## src/rtl/cnn_pkg.sv

```systemverilog
// Shared types and helpers for the CNN convolution stage.
//   act_t        : signed 8-bit activation / weight / result
//   prod_t       : signed 16-bit product of two act_t
//   conv_state_t : conv2d_engine FSM states (encodings fixed by S_* constants)
//   sat8()       : arithmetic right shift then saturate to [-128, 127]
package cnn_pkg;

  typedef logic signed [7:0]  act_t;
  typedef logic signed [15:0] prod_t;

  localparam logic [2:0] S_IDLE  = 3'd0;
  localparam logic [2:0] S_RUN   = 3'd1;
  localparam logic [2:0] S_DRAIN = 3'd2;
  localparam logic [2:0] S_WRITE = 3'd3;
  localparam logic [2:0] S_DONE  = 3'd4;

  typedef enum logic [2:0] {
    ST_IDLE  = S_IDLE,
    ST_RUN   = S_RUN,
    ST_DRAIN = S_DRAIN,
    ST_WRITE = S_WRITE,
    ST_DONE  = S_DONE
  } conv_state_t;

  // Floor division by 2**shift (>>> on a signed value), then clamp.
  function automatic act_t sat8(input logic signed [63:0] acc, input int unsigned shift);
    logic signed [63:0] r;
    r = acc >>> shift;
    if (r > 64'sd127)       return 8'sd127;
    else if (r < -64'sd128) return -8'sd128;
    else                    return r[7:0];
  endfunction

endpackage

```

## src/rtl/conv2d_engine_if.sv

```systemverilog
// Bus bundle between conv2d_engine and its host / buffers.
//   start, busy, done         : layer handshake
//   in_addr / in_data         : input buffer read (data one cycle after addr)
//   w_addr / w_data           : weight buffer read (data one cycle after addr)
//   out_addr/out_data/out_we  : output buffer write
// master = engine side, slave = host/memory side.
interface conv2d_engine_if #(
  parameter int AW_IN  = 14,
  parameter int AW_W   = 15,
  parameter int AW_OUT = 18
);
  import cnn_pkg::*;

  logic              start;
  logic              busy;
  logic              done;
  logic [AW_IN-1:0]  in_addr;
  act_t              in_data;
  logic [AW_W-1:0]   w_addr;
  act_t              w_data;
  logic [AW_OUT-1:0] out_addr;
  act_t              out_data;
  logic              out_we;

  modport master (
    input  start, in_data, w_data,
    output busy, done, in_addr, w_addr, out_addr, out_data, out_we
  );

  modport slave (
    output start, in_data, w_data,
    input  busy, done, in_addr, w_addr, out_addr, out_data, out_we
  );
endinterface

```

## src/rtl/conv_addr_gen.sv

```systemverilog
// Nested loop counters and address generation for conv2d_engine.
// Loop order outer->inner: oc, oy, ox, ic, ky, kx. All addresses are
// maintained incrementally (no multipliers).
//   clear      : return every counter/address to pixel 0, tap 0
//   tap_step   : advance to the next tap of the current pixel (held at last tap)
//   pix_step   : advance to tap 0 of the next pixel
//   in_addr, w_addr, out_addr : buffer addresses for the current tap/pixel
//   tap_first, tap_last, pixel_last : position flags
module conv_addr_gen #(
  parameter int IN_W   = 100,
  parameter int IN_H   = 100,
  parameter int IN_CH  = 1,
  parameter int OUT_CH = 16,
  parameter int K      = 5,
  parameter int AW_IN  = 14,
  parameter int AW_W   = 15,
  parameter int AW_OUT = 18
) (
  input  logic              clk,
  input  logic              reset_n,
  input  logic              clear,
  input  logic              tap_step,
  input  logic              pix_step,
  output logic [AW_IN-1:0]  in_addr,
  output logic [AW_W-1:0]   w_addr,
  output logic [AW_OUT-1:0] out_addr,
  output logic              tap_first,
  output logic              tap_last,
  output logic              pixel_last
);
  localparam int OH   = IN_H - K + 1;
  localparam int OW   = IN_W - K + 1;
  localparam int TAPS = IN_CH * K * K;
  localparam int CW   = 16;

  // in_addr jumps: kx wrap -> next row; ky wrap -> next channel plane;
  // ox wrap -> next output row; w_addr jumps one filter per oc.
  localparam logic [AW_IN-1:0] D_KY = AW_IN'(IN_W - K + 1);
  localparam logic [AW_IN-1:0] D_IC = AW_IN'(IN_H * IN_W - (K - 1) * IN_W - (K - 1));
  localparam logic [AW_IN-1:0] D_OY = AW_IN'(K);
  localparam logic [AW_W-1:0]  D_OC = AW_W'(TAPS);

  logic [CW-1:0] kx, ky, ic, ox, oy, oc;
  logic [CW-1:0] ox_nx, oy_nx, oc_nx;
  logic [AW_IN-1:0] in_base, in_base_nx;
  logic [AW_W-1:0]  w_base, w_base_nx;
  logic kx_end, ky_end, ic_end, ox_end, oy_end, oc_end;

  assign kx_end = (kx == CW'(K - 1));
  assign ky_end = (ky == CW'(K - 1));
  assign ic_end = (ic == CW'(IN_CH - 1));
  assign ox_end = (ox == CW'(OW - 1));
  assign oy_end = (oy == CW'(OH - 1));
  assign oc_end = (oc == CW'(OUT_CH - 1));

  assign tap_first  = (kx == '0) && (ky == '0) && (ic == '0);
  assign tap_last   = kx_end && ky_end && ic_end;
  assign pixel_last = ox_end && oy_end && oc_end;

  always_comb begin
    ox_nx      = ox + 1'b1;
    oy_nx      = oy;
    oc_nx      = oc;
    in_base_nx = in_base + 1'b1;
    w_base_nx  = w_base;
    if (ox_end) begin
      ox_nx      = '0;
      oy_nx      = oy + 1'b1;
      in_base_nx = in_base + D_OY;
      if (oy_end) begin
        oy_nx      = '0;
        oc_nx      = oc + 1'b1;
        in_base_nx = '0;
        w_base_nx  = w_base + D_OC;
      end
    end
  end

  always_ff @(posedge clk or negedge reset_n) begin
    if (!reset_n) begin
      kx <= '0; ky <= '0; ic <= '0; ox <= '0; oy <= '0; oc <= '0;
      in_base <= '0; w_base <= '0;
      in_addr <= '0; w_addr <= '0; out_addr <= '0;
    end else if (clear) begin
      kx <= '0; ky <= '0; ic <= '0; ox <= '0; oy <= '0; oc <= '0;
      in_base <= '0; w_base <= '0;
      in_addr <= '0; w_addr <= '0; out_addr <= '0;
    end else if (pix_step) begin
      kx <= '0; ky <= '0; ic <= '0;
      ox <= ox_nx; oy <= oy_nx; oc <= oc_nx;
      in_base  <= in_base_nx;
      w_base   <= w_base_nx;
      in_addr  <= in_base_nx;
      w_addr   <= w_base_nx;
      out_addr <= out_addr + 1'b1;
    end else if (tap_step && !tap_last) begin
      w_addr <= w_addr + 1'b1;
      if (!kx_end) begin
        kx      <= kx + 1'b1;
        in_addr <= in_addr + 1'b1;
      end else if (!ky_end) begin
        kx      <= '0;
        ky      <= ky + 1'b1;
        in_addr <= in_addr + D_KY;
      end else begin
        kx      <= '0;
        ky      <= '0;
        ic      <= ic + 1'b1;
        in_addr <= in_addr + D_IC;
      end
    end
  end

endmodule

```

## src/rtl/conv2d_engine.sv

```systemverilog
// Valid-padding, stride-1 2-D convolution engine (signed 8-bit operands,
// ACC_W-bit accumulation, shift-and-saturate requantisation).
// Ports: clk, reset_n (async active-low), bus (conv2d_engine_if.master:
// start/busy/done handshake, input/weight buffer reads, output writes).
// Optional macro CONV2D_RELU_EN: clamp negative results to 0.
// Per pixel: TAPS RUN cycles, 2 DRAIN cycles, 1 WRITE cycle.
module conv2d_engine
  import cnn_pkg::*;
#(
  parameter int IN_W   = 100,
  parameter int IN_H   = 100,
  parameter int IN_CH  = 1,
  parameter int OUT_CH = 16,
  parameter int K      = 5,
  parameter int SHIFT  = 7,
  parameter int ACC_W  = 26,
  parameter int AW_IN  = 14,
  parameter int AW_W   = 15,
  parameter int AW_OUT = 18
) (
  input  logic            clk,
  input  logic            reset_n,
  conv2d_engine_if.master bus
);
  conv_state_t state;
  logic        drain_last;
  logic        run, tap_first, tap_last, pixel_last;
  logic        first_d1, first_d2, vld_d1, vld_d2;
  prod_t       prod;
  logic signed [ACC_W-1:0] acc, acc_nx;
  act_t        q_sat, q_out, out_q;

  assign run = (state == ST_RUN);

  conv_addr_gen #(
    .IN_W(IN_W), .IN_H(IN_H), .IN_CH(IN_CH), .OUT_CH(OUT_CH), .K(K),
    .AW_IN(AW_IN), .AW_W(AW_W), .AW_OUT(AW_OUT)
  ) u_addr (
    .clk       (clk),
    .reset_n   (reset_n),
    .clear     ((state == ST_IDLE) && bus.start),
    .tap_step  (run),
    .pix_step  ((state == ST_WRITE) && !pixel_last),
    .in_addr   (bus.in_addr),
    .w_addr    (bus.w_addr),
    .out_addr  (bus.out_addr),
    .tap_first (tap_first),
    .tap_last  (tap_last),
    .pixel_last(pixel_last)
  );

  always_ff @(posedge clk or negedge reset_n) begin
    if (!reset_n) begin
      state      <= ST_IDLE;
      drain_last <= 1'b0;
    end else begin
      case (state)
        ST_IDLE:  if (bus.start) state <= ST_RUN;
        ST_RUN: begin
          drain_last <= 1'b0;
          if (tap_last) state <= ST_DRAIN;
        end
        ST_DRAIN: begin
          drain_last <= 1'b1;
          if (drain_last) state <= ST_WRITE;
        end
        ST_WRITE: state <= pixel_last ? ST_DONE : ST_RUN;
        ST_DONE:  state <= ST_IDLE;
        default:  state <= ST_IDLE;
      endcase
    end
  end

  // Tap issued in cycle c: buffer data in c+1, product registered at end of
  // c+1, accumulated at end of c+2. For the last tap c+2 is the final DRAIN
  // cycle, so the result is registered straight from acc_nx into out_q and
  // is presented during WRITE.
  assign acc_nx = first_d2 ? ACC_W'(prod) : acc + ACC_W'(prod);

  always_comb begin
    q_sat = sat8(64'(acc_nx), SHIFT);
`ifdef CONV2D_RELU_EN
    q_out = q_sat[7] ? '0 : q_sat;
`else
    q_out = q_sat;
`endif
  end

  always_ff @(posedge clk or negedge reset_n) begin
    if (!reset_n) begin
      first_d1 <= 1'b0;
      first_d2 <= 1'b0;
      vld_d1   <= 1'b0;
      vld_d2   <= 1'b0;
      prod     <= '0;
      acc      <= '0;
      out_q    <= '0;
    end else begin
      first_d1 <= run && tap_first;
      vld_d1   <= run;
      first_d2 <= first_d1;
      vld_d2   <= vld_d1;
      prod     <= prod_t'(bus.in_data) * prod_t'(bus.w_data);
      if (vld_d2) acc <= acc_nx;
      if ((state == ST_DRAIN) && drain_last) out_q <= q_out;
    end
  end

  assign bus.busy     = (state == ST_RUN) || (state == ST_DRAIN) || (state == ST_WRITE);
  assign bus.done     = (state == ST_DONE);
  assign bus.out_we   = (state == ST_WRITE);
  assign bus.out_data = out_q;

endmodule
```

## src/flat_wrapper.sv

```systemverilog
// flat-port wrapper written by rule: the top's interface ports become plain ports
module conv2d_engine_flat import cnn_pkg::*;
#(
  parameter int IN_W   = 100,
  parameter int IN_H   = 100,
  parameter int IN_CH  = 1,
  parameter int OUT_CH = 16,
  parameter int K      = 5,
  parameter int SHIFT  = 7,
  parameter int ACC_W  = 26,
  parameter int AW_IN  = 14,
  parameter int AW_W   = 15,
  parameter int AW_OUT = 18
)
  (clk, reset_n, bus_start, bus_in_data, bus_w_data, bus_busy, bus_done, bus_in_addr, bus_w_addr, bus_out_addr, bus_out_data, bus_out_we);
  conv2d_engine_if #(.AW_IN(AW_IN), .AW_W(AW_W), .AW_OUT(AW_OUT)) bus_i ();
  input  logic clk;
  input  logic reset_n;
  input wire logic [$bits(bus_i.start)-1:0] bus_start;
  input wire logic [$bits(bus_i.in_data)-1:0] bus_in_data;
  input wire logic [$bits(bus_i.w_data)-1:0] bus_w_data;
  output wire logic [$bits(bus_i.busy)-1:0] bus_busy;
  output wire logic [$bits(bus_i.done)-1:0] bus_done;
  output wire logic [$bits(bus_i.in_addr)-1:0] bus_in_addr;
  output wire logic [$bits(bus_i.w_addr)-1:0] bus_w_addr;
  output wire logic [$bits(bus_i.out_addr)-1:0] bus_out_addr;
  output wire logic [$bits(bus_i.out_data)-1:0] bus_out_data;
  output wire logic [$bits(bus_i.out_we)-1:0] bus_out_we;
  assign bus_i.start = bus_start;
  assign bus_i.in_data = bus_in_data;
  assign bus_i.w_data = bus_w_data;
  assign bus_busy = bus_i.busy;
  assign bus_done = bus_i.done;
  assign bus_in_addr = bus_i.in_addr;
  assign bus_w_addr = bus_i.w_addr;
  assign bus_out_addr = bus_i.out_addr;
  assign bus_out_data = bus_i.out_data;
  assign bus_out_we = bus_i.out_we;
  conv2d_engine #(.IN_W(IN_W), .IN_H(IN_H), .IN_CH(IN_CH), .OUT_CH(OUT_CH), .K(K), .SHIFT(SHIFT), .ACC_W(ACC_W), .AW_IN(AW_IN), .AW_W(AW_W), .AW_OUT(AW_OUT)) u_core (.clk(clk), .reset_n(reset_n), .bus(bus_i));
endmodule
```

## config.mk

```make
export PLATFORM = sky130hd
export DESIGN_NAME = conv2d_engine_flat
export DESIGN_NICKNAME = d
export VERILOG_FILES = /design/src/rtl/cnn_pkg.sv /design/src/rtl/conv2d_engine_if.sv /design/src/rtl/conv_addr_gen.sv /design/src/rtl/conv2d_engine.sv /design/src/flat_wrapper.sv
export SDC_FILE = /design/constraint.sdc
export NUM_CORES = 1
export LEC_CHECK = 0
export CORE_UTILIZATION = 25
export DETAILED_ROUTE_END_ITERATION = 6
export HOLD_SLACK_MARGIN = 0.12
export SKIP_LAST_GASP = 1
export SYNTH_ARGS = -nofsm -noshare
export SYNTH_HDL_FRONTEND = slang
export SYNTH_SLANG_ARGS = --single-unit
```

## constraint.sdc

```tcl
create_clock -name clk -period 6.9 [get_ports clk]
set_input_delay 0.69 -clock clk [delete_from_list [all_inputs] [get_ports clk]]
set_output_delay 0.69 -clock clk [all_outputs]
set_load 0.03 [all_outputs]
```

==> Word-level counts from Yosys, hierarchy flattened <==
Index checks and enable logic that the tools add are counted.
{ "op_classes": {"reduce_logical": 31, "mux": 52, "n_eq_ne": 12, "n_addsub": 15, "mul": 1, "n_lt_le_gt_ge": 2} }
{ "op_table": {"columns": ["cell", "n"], "rows": [
  ["2-to-1 mux 16 bit", 25],
  ["2-to-1 mux 14 bit", 9],
  ["2-to-1 mux 15 bit", 7],
  ["adder 16 x 1 -> 16 bit (second input constant)", 6],
  ["zero test 16 bit", 3],
  ["2-to-1 mux 18 bit", 2],
  ["== test 16 x 3 -> 1 bit (second input constant)", 2],
  ["== test 16 x 7 -> 1 bit (second input constant)", 2],
  ["adder 14 x 1 -> 14 bit (second input constant)", 2],
  ["adder 26 x 16 -> 26 bit", 1],
  ["2-to-1 mux 26 bit", 1],
  ["> comparator 19 x 8 -> 1 bit (second input constant)", 1],
  ["< comparator 19 x 8 -> 1 bit (second input constant)", 1],
  ["adder 18 x 1 -> 18 bit (second input constant)", 1],
  ["== test 16 x 4 -> 1 bit (second input constant)", 1],
  ["multiplier 8 x 8 -> 16 bit", 1],
  ["2-to-1 mux 8 bit", 2],
  ["adder 15 x 1 -> 15 bit (second input constant)", 1],
  ["adder 15 x 5 -> 15 bit (second input constant)", 1],
  ["adder 14 bit (second input constant)", 1],
  ["adder 14 x 3 -> 14 bit (second input constant)", 1],
  ["adder 14 x 7 -> 14 bit (second input constant)", 1],
  ["2-to-1 mux 3 bit", 4],
  ["one-hot mux 3 bit (4 select lines)", 1],
  ["14 further kinds", 36]
]} }
{ "word_totals": {"in_bits": 19, "ff_bits": 230, "output_inout_bits": 58} }

==> Longest topological paths before layout <==
{ "logic_depth": {"depth_word": 8, "ltp_mapped": 20} }

==> Modules after synthesis <==
From an unflattened synthesis, not the netlist that was laid out.
{ "unflattened": {"hier_cells": 1806, "hier_area_um2": 16173.0} }
{ "by_module_without_submodules": {"columns": ["module", "cells_per_inst", "area_each_um2", "seq_area_each_um2", "instances"], "rows": [
  ["conv_addr_gen", 1127, 10039.6, 4304.1, 1],
  ["conv2d_engine", 679, 6133.4, 1451.4, 1]
]} }

==> Worst setup path after synthesis <==
Ideal clock, no wire load.
{ "synth_timing": {"kind": "input to register", "start": "input bus_in_data[3]", "end": "register u_core.prod[14]", "setup_time_ns": 0.080, "cell_stages": 19, "t_arrival_ns": 4.554, "slack_ns": 2.266, "required_ns": 6.820, "cell_sequence": "and2_1 fa_1 inv_1 fa_1 inv_1 fa_1 inv_1 fa_1 inv_1 ha_1 o21ai_0 a21boi_0 o21ai_0 a21boi_0 o21a_1 o21ai_0 nand2_1 a21oi_1 xnor2_1"} }
{ "synth_between": {"elab_chain_len": 1} }
{ "synth_rtl": {"columns": ["element", "line", "text"], "rows": [
  ["start, declared", "flat_wrapper.sv:20", "input wire logic [$bits(bus_i.in_data)-1:0] bus_in_data;"],
  ["multiplier 8 x 8 -> 16 bit", "conv2d_engine.sv:103", "prod <= prod_t'(bus.in_data) * prod_t'(bus.w_data);"],
  ["end signal, assigned", "conv2d_engine.sv:103", null],
  ["end, declared", "conv2d_engine.sv:29", "prod_t prod;"]
]} }
No other way between the ends.
A chain may end at the register's enable or synchronous reset.

==> Worst setup path in the final report <==
Ends and elaborated chain as after synthesis.

==> flow_metrics.env <==
export IMPL_p_total_mw=6.66
export IMPL_p_leak_nw=7.77
export IMPL_async_flop_share_pct=100
export IMPL_clk_pin_slew_worst_paths_ns=0.06
export IMPL_synthTopCellsByCount="dfrtp_1 (230), nor2_1 (218), nand2_1 (169)"
export IMPL_setup_tns_ns=0
export IMPL_arrival_ns=5.50
export IMPL_p_sw_share_pct=40.6
export IMPL_holdWs_ns=0.136
export IMPL_ir_drop_v=0.000237
export IMPL_n_fill_cell=6510
export IMPL_critPathRequiredTime_ns=7.36
export IMPL_synthFlopType="dfrtp_1"
export IMPL_overflow=0
export IMPL_io_pins=77
export IMPL_fp_coreArea_um2=61900
export IMPL_vias=12900
export IMPL_avgSynthCellArea_um2=8.73
export IMPL_synth_seq_area_share_pct=36.6
export IMPL_path_buf_inv=5
export IMPL_clkPwrFrac_pct=22.9
export IMPL_rows=91
export IMPL_drc=0
export IMPL_grt_pass1_wl_mm=63.8
export IMPL_synth_nets=1947
export IMPL_clock_fmax_mhz=198
export IMPL_start_util_pct=25.4
export IMPL_end_kind="flip-flop"
export IMPL_cts_max_path_buffers=3
export IMPL_slowest_delay_ns=0.55
export IMPL_crit_path_max_fanout=8
export IMPL_cts_buffers=28
export IMPL_synth_edf_count=0
export IMPL_min_period_ns=5.04
export IMPL_crit_family="adder cells"
export IMPL_cts_root_buffer="clkbuf_16"
export IMPL_post_cts_repair_setup_buffers=0
export IMPL_ff_latch_area_um2=5760
export IMPL_status="finished clean"
export IMPL_drive_gt1_share_pct=5.07
export IMPL_portBuffers=76
export IMPL_slew_headroom_pct=20.0
export IMPL_grt_pass1_vias=12800
export IMPL_seqPwrFrac_pct=27.3
export IMPL_cap_viol_max_count=0
export IMPL_firstDrtPassIters=7
export IMPL_die_area_um2=63800
export IMPL_hold_violations=0
export IMPL_synth_area_leaders="dfrtp_1 (37%), fa_1 (7.1%), ha_1 (5.7%), nor2_1 (5.2%), xor2_1 (5.1%)"
export IMPL_ys_ff_latch=230
export IMPL_synth_top_area_cell="dfrtp_1"
export IMPL_postCtsResizedCells=0
export IMPL_track_usage_pct=11.9
export IMPL_synth_cell_types=68
export IMPL_yosysWarnings=0
export IMPL_cts_tree="done"
export IMPL_dp_hpwl_mm=27.7
export IMPL_p_sw_mw=2.70
export IMPL_critPathSlowestCell="clkdlybuf4s50_1"
export IMPL_syn_area_um2=15700
export IMPL_setup_viol=0
export IMPL_crit_chain="clkdlybuf4s50_1 > and2_1 > fa_1 > inv_1 > fa_1 > inv_1 > fa_1 > inv_1 > fa_1 > inv_1 > ha_1 > o21ai_0 > a21boi_0 > o21ai_0 > a21boi_0 > o21a_1 > o21ai_0 > nand2_1 > a21oi_1 > xnor2_1"
export IMPL_synth_top_cell_area_share_pct=36.6
export IMPL_wl_per_cell_um=14.1
export IMPL_place_congestion=0.848
export IMPL_post_route_period_util_pct=73.1
export IMPL_drt_iter0_markers=865
export IMPL_avgViaCountPerCell=4.75
export IMPL_worstMarginPinSlew_ns=1.19
export IMPL_p_int_mw=3.95
export IMPL_ant_nets=0
export IMPL_slew_viol_final=0
export IMPL_grt_max_degree=88
export IMPL_cts_sinks=230
export IMPL_comb_power_share_pct=49.8
export IMPL_start_kind="input port"
export IMPL_critical_path_class="input port to flip-flop"
export IMPL_die_width_um=253
export IMPL_rsz0062_at_grt="no"
export IMPL_cts_max_level=1
export IMPL_multiInputGateArea_um2=9260
export IMPL_clk_latency_ns=0.56
export IMPL_syn_inst=1800
export IMPL_skew_ns=0.0304
export IMPL_yosysMostFrequentCell="dfrtp_1"
export IMPL_min_delay_path_class="input port to async pin"
export IMPL_diodes=0
export IMPL_wl_mm=38.2
export IMPL_antenna_found_initial=0
export IMPL_cellPowerDensity_nw_per_um2=363
export IMPL_die_height_um=253
export IMPL_finalNetCount=2001
export IMPL_cts_hold_buf=0
export IMPL_syn_to_final_growth_pct=16.8
[cells by family after synthesis]
family	share of synthesized area, %
simple gates	22.0
compound gates	14.2
flops	36.6
buf+inv	4.52
xor+xnor	8.25
fa+ha+maj	12.9
mux	1.50
[registers in the layout, indices dropped and copies added, names as in the netlist]
signal	flops
u_core.acc	26
u_core.bus.out_data	8
u_core.drain_last	1
u_core.first_d1	1
u_core.first_d2	1
u_core.prod	16
u_core.state	3
u_core.u_addr.ic	16
u_core.u_addr.in_addr	14
u_core.u_addr.in_base	14
u_core.u_addr.kx	16
u_core.u_addr.ky	16
u_core.u_addr.oc	16
u_core.u_addr.out_addr	18
u_core.u_addr.ox	16
u_core.u_addr.oy	16
u_core.u_addr.w_addr	15
u_core.u_addr.w_base	15
u_core.vld_d1	1
u_core.vld_d2	1
[metal layers]
layer | track usage, % | routed length (µm)
met1 | 16.3 | 18300
met2 | 19.9 | 17800
met3 | 1.78 | 1490
met4 | 2.63 | 633
met5 | 0 | 0
[path summary, 6_finish.rpt]
check	start	end	slack (ns)	cells past startpoint
worst max register to register	u_core.prod[15]	u_core.bus.out_data[3]	2.56	10
max in group asynchronous	reset_n	u_core.u_addr.ky[2]	5.36	2
worst max-delay path	bus_in_data[3]	u_core.prod[14]	1.86	20
worst min-delay path	reset_n	u_core.u_addr.out_addr[8]	0.14	1
worst min register to register	u_core.vld_d1	u_core.vld_d2	0.35	0
min in group clk	u_core.vld_d1	u_core.vld_d2	0.35	0
[power groups by stage]
stage               Clock [mW]  Combinational (mW)  Sequential [mW]
global placement             0                3.25             1.83
finish                    1.52                3.32             1.82
detailed placement           0                3.30             1.84
floorplan                    0                2.36             1.94
CTS                       1.58                3.33             1.81
global route              1.63                3.72             1.85
[per-stage QoR]
step           cell area, µm²  util (%)  instances  worst slack [ns]
2_1_floorplan           15700         -       1800              2.27
3_3_place_gp            17400      28.1       2661              1.47
3_5_place_dp            17400      28.1       2661              1.34
4_1_cts                 18400      29.6       2712              1.91
5_1_grt                 18400      29.6       2712              1.54
6_report                18400      29.6       2712              1.86
[final cells by class]
type	instances	share of cell area (%)
multi-input combinational	1382	50.5
sequential	230	31.4
tap	837	5.71
timing repair buffer	87	4.62
clock buffer	33	4.08
inverter	125	2.56
clock inverter	18	1.21
[layout by cell type, fill, tap and decap left out, types with 12 or more instances in the layout]
cell / netlist / layout
nand3_1: 70 / 70
a211oi_1: 15 / 15
o211ai_1: 13 / 13
nand4_1: 44 / 44
mux2_2: 12 / 12
clkdlybuf4s50_1: 0 / 75
nor3_1: 39 / 38
clkbuf_16: 0 / 28
o21ai_0: 103 / 103
inv_1: 124 / 124
a21oi_1: 123 / 123
or3_1: 23 / 23
fa_1: 56 / 56
and2_1: 48 / 48
and3_1: 33 / 33
nand2_1: 169 / 169
xnor2_1: 56 / 56
xor2_1: 92 / 92
nor2_1: 218 / 218
nand2b_1: 12 / 12
dfrtp_1: 230 / 230
o21a_1: 13 / 13
nor2b_1: 12 / 12
a31oi_1: 19 / 18
nor4_1: 12 / 12
ha_1: 72 / 72
Power figures use the tool's default switching activity.
